===== config.mk =====
export PLATFORM = sky130hd
export DESIGN_NAME = pkt_read_arbiter
export DESIGN_NICKNAME = d
export VERILOG_FILES = /design/src/rtl/pkt_read_arbiter.sv
export SDC_FILE = /design/constraint.sdc
export NUM_CORES = 1
export LEC_CHECK = 0
export BUFFER_PORTS_ARGS = -buffer_cell sky130_fd_sc_hd__buf_2
export CAP_MARGIN = 20
export CORE_AREA = 10 10 157 159
export DETAILED_ROUTE_END_ITERATION = 8
export DIE_AREA = 0 0 167 169
export SLEW_MARGIN = 40
export SYNTH_ARGS = -nofsm -noshare
export SYNTH_HDL_FRONTEND = slang
export SYNTH_SLANG_ARGS = --single-unit

===== constraint.sdc =====
create_clock -name i_clk -period 1.9 [get_ports i_clk]
set_input_delay 0.19 -clock i_clk [delete_from_list [all_inputs] [get_ports i_clk]]
set_output_delay 0.19 -clock i_clk [all_outputs]
set_load 0.01 [all_outputs]

===== src/rtl/pkt_read_arbiter.sv =====
// Round-robin read arbiter: four transmit ports share one packet-buffer RAM read port.
// Optional per-port grant statistics are enabled by defining PKT_READ_STAT_EN.
module pkt_read_arbiter #(
  parameter int RAM_LATENCY = 2,
  parameter int PORT_NUM    = 4
) (
  input  logic                     i_clk,
  input  logic                     i_rst_n,
  input  logic [16*PORT_NUM-1:0]   iv_pkt_raddr,
  input  logic [PORT_NUM-1:0]      i_pkt_rd,
  output logic [PORT_NUM-1:0]      o_pkt_raddr_ack,
  output logic [133:0]             ov_pkt_data,
  output logic [PORT_NUM-1:0]      o_pkt_data_wr,
  output logic [15:0]              ov_ram_raddr,
  output logic                     o_ram_rd,
  input  logic [133:0]             iv_ram_rdata,
  output logic [16*PORT_NUM-1:0]   ov_rd_cnt
);

  logic [1:0]          last_grant;
  logic [1:0]          gnt_id;
  logic [1:0]          idx;
  logic                gnt_vld;
  logic [PORT_NUM-1:0] elig;
  logic [PORT_NUM-1:0] gnt_oh;
  logic [PORT_NUM-1:0] pipe [RAM_LATENCY];

  // The registered ack doubles as the one-cycle mask against re-granting a held request.
  always_comb begin
    elig    = i_pkt_rd & ~o_pkt_raddr_ack;
    gnt_vld = 1'b0;
    gnt_id  = last_grant;
    idx     = last_grant;
    for (int i = 0; i < PORT_NUM; i++) begin
      idx = last_grant + 2'(i + 1);
      if (!gnt_vld && elig[idx]) begin
        gnt_vld = 1'b1;
        gnt_id  = idx;
      end
    end
    gnt_oh = PORT_NUM'(1) << gnt_id;
  end

  always_ff @(posedge i_clk) begin
    if (!i_rst_n) begin
      last_grant      <= 2'd3;
      o_ram_rd        <= 1'b0;
      o_pkt_raddr_ack <= '0;
      ov_ram_raddr    <= '0;
      o_pkt_data_wr   <= '0;
      ov_pkt_data     <= '0;
      for (int k = 0; k < RAM_LATENCY; k++) pipe[k] <= '0;
    end else begin
      o_ram_rd        <= gnt_vld;
      o_pkt_raddr_ack <= gnt_vld ? gnt_oh : '0;
      if (gnt_vld) begin
        ov_ram_raddr <= iv_pkt_raddr[{gnt_id, 4'b0000} +: 16];
        last_grant   <= gnt_id;
      end
      // Owner tracking starts the cycle after o_ram_rd; the last stage lines up with valid RAM data.
      pipe[0] <= o_pkt_raddr_ack;
      for (int k = 1; k < RAM_LATENCY; k++) pipe[k] <= pipe[k-1];
      o_pkt_data_wr <= pipe[RAM_LATENCY-1];
      if (|pipe[RAM_LATENCY-1]) ov_pkt_data <= iv_ram_rdata;
    end
  end

`ifdef PKT_READ_STAT_EN
  logic [15:0] cnt [PORT_NUM];

  always_ff @(posedge i_clk) begin
    if (!i_rst_n) begin
      for (int p = 0; p < PORT_NUM; p++) cnt[p] <= '0;
    end else if (gnt_vld) begin
      cnt[gnt_id] <= cnt[gnt_id] + 16'd1;
    end
  end

  always_comb begin
    ov_rd_cnt = '0;
    for (int p = 0; p < PORT_NUM; p++) ov_rd_cnt[16*p +: 16] = cnt[p];
  end
`else
  assign ov_rd_cnt = '0;
`endif

endmodule


==> impl_metrics.ini <==
[sta]
fin_setup_tns_ps = 0
worstMarginPinSlew_ps = 704
fin_crit_sh = 0.928
relSlewSlack = 0.531
fmax_mhz = 567
finalMaxSlewViolations = 0
hold_violations = 0
whs_ps = 22.5
setup_violations = 0
skew_ps = 16.3
rsz0062_at_grt = no
fin_crit_ps = 1760

[cells_and_area]
diodes = 0
multi_input_area_sq_um = 2880
final_layout_size_suffix_gt1_frac = 0.329
seq_area_sq_um = 3380
finish.utilization = 0.483
fin_nets = 1496
fin_cells = 1584
final.fill_count = 2098
syn_to_final_growth_pct = 54.2

[grt]
antenna_found_initial = 1
grt_max_degree = 135
overflow = 0
grt_first_pass_wirelength_mm = 39.9
grt_pass1_vias = 7285
grt.total_usage = 0.172

[die]
core-area_sq_um = 21600
die_x_um = 167
die-area_sq_um = 28200
rows = 54
start_util = 0.313
io_pins = 427
dieHeight_um = 169

[clock_tree]
clock_sinks = 169
root_buffer = clkbuf_16
htree_levels = 4
clock_path_buffers = 2
cts_tree = built
cts-buffers-inserted = 17
cts.clk_slew.worst_paths_ps = 80
clock_latency_ps = 430

[power_and_ir_drop]
seqPwrFrac = 0.407
p_leak_uw = 0.00488
swShare = 0.328
switching_power_uw = 3320
pwr-share-comb = 0.255
power_density_nw_per_um2 = 973
intPower_uw = 6810
pwr-share-clk = 0.338
vdd_drop_max_uv = 505

[setup_path]
worstSetupEndpointType = register
worstSetupStartpoint = o_pkt_raddr_ack[3]$_SDFF_PN0_
path_class = reg -> reg
critPathMaxFanout = 13
cp.arrival_ps = 2070
worstSetupStartpointType = register
worstPathRequired_ps = 2210
reg2reg_from = o_pkt_raddr_ack[3]$_SDFF_PN0_

[worst_hold_path]
hold_start = iv_ram_rdata[33]
hold_class = in -> reg

[synthesis]
synth_edf_count = 0
synth_commonest_cells = nand2_1, dfxtp_1, a21oi_1
ys_warn_count = 0
synth.area.top_cells = dfxtp_1, nand2_1, a21oi_1
syn_area_per_cell_sq_um = 8.14
yosys_most_used_dff = dfxtp_1
yosysTopAreaCell = dfxtp_1
ys_types = 36
yosys.area.top_type_share = 0.501
syn_inst = 830
synth_seq_cells = 169
yosys.cell_count.top_type = nand2_1
seq_area_frac_synth = 0.501
async_flop_share = 0
netlist_area_sq_um = 6760

[drt]
drt-total-wl_mm = 25.8
vias = 7060
remaining_drc_errors = 0
avgViaCountPerCell = 4.46
ant_nets = 0
drt_first_pass_iters = 4
wl_per_cell_um = 16.3
drtIter0Drc = 525

[placement]
place_congestion = 0.774
numPortBuffers = 362
place_inst = 1431
hpwl_mm = 18.1

[job]
drv_cap = 0

[status]
status = finished, final reports clean
path summary, 6_finish.rpt:
kind	endpoint	slack (ps)	cells after the start
max reg2reg	ov_ram_raddr[14]$_SDFFE_PN0P_	140	7
max	ov_ram_raddr[14]$_SDFFE_PN0P_	140	7
min reg2reg	pipe[0][7]$_SDFF_PN0_	430	1
min	ov_pkt_data[33]$_SDFFE_PN0P_	20	3
metrics by stage:
step	setup WS, ps	cell area (sq um)	total power [uW]
6_report	136	10400	10100
3_3_place_gp	125	8600	6510
4_1_cts	65.1	10400	10200
2_1_floorplan	147	6990	5660
3_5_place_dp	85.9	8600	6530
5_1_grt	32.5	10400	10700
power by group through the flow:
stage | clock network, uW | logic (uW) | registers (uW)
finish | 3430 | 2590 | 4120
global route | 3670 | 2830 | 4180
CTS | 3550 | 2540 | 4120
detailed placement | 0 | 2330 | 4200
global placement | 0 | 2320 | 4190
floorplan | 0 | 1280 | 4370
area by class of cell:
type	instances	share of cell area
Timing Repair Buffer	499	0.309
Multi-Input combinational cell	604	0.277
Inverter	1	0.000601
Clock inverter	14	0.0147
Tap cell	280	0.0336
Clock buffer	17	0.0408
Sequential cell	169	0.325
placed cells by master, fill, tap and decap left out, types with 6 or more instances in the layout:
cell | netlist | final
a21o_1 | 16 | 16
a21oi_1 | 134 | 134
and2_1 | 13 | 12
buf_12 | 0 | 6
buf_2 | 10 | 362
buf_4 | 67 | 11
clkbuf_16 | 0 | 17
conb_1 | 1 | 64
dfxtp_1 | 169 | 169
dlygate4sd3_1 | 0 | 120
mux2i_1 | 16 | 16
nand2_1 | 289 | 289
nand3_1 | 16 | 16
o211ai_1 | 9 | 9
o211ai_2 | 7 | 7
o21ai_0 | 16 | 15
cell families after synthesis:
family / after synthesis / share of synthesized area
buf+inv: 120 / 0.109
other cells: 1 / 0.000555
simple gates: 334 / 0.202
flops: 169 / 0.501
compound gates: 188 / 0.159
mux: 18 / 0.0280
flip-flops by register name, indices dropped and copies added (netlist names):
register,cells
last_grant,2
o_pkt_data_wr,4
o_pkt_raddr_ack,4
o_ram_rd,1
ov_pkt_data,134
ov_ram_raddr,16
pipe,8
routing by layer:
layer  GRT usage  wire [um]  part of all wire  vias up
met5           0         11           0.00043        -
met4      0.0615        545             0.021        2
met3      0.0607       2290             0.088       39
met2       0.299      12800              0.49      328
met1       0.189      10200              0.40     3182
li1            -          -                 -     3509
critical path: stages (launching register included):
cell	delay (ps)
dfxtp_1	340
nand2b_2	180
o22ai_1	140
mux2_4	330
nor2_8	150
buf_12	160
mux2i_1	250
o211ai_2	90
repair_timing:
item,in CTS,in global routing
endpoints found under the setup margin,0,14
buffers inserted,0,2
hold buffers,120,0
hold endpoints to repair,120,0
resized for setup,0,2
(Power assumes the default switching activity.)
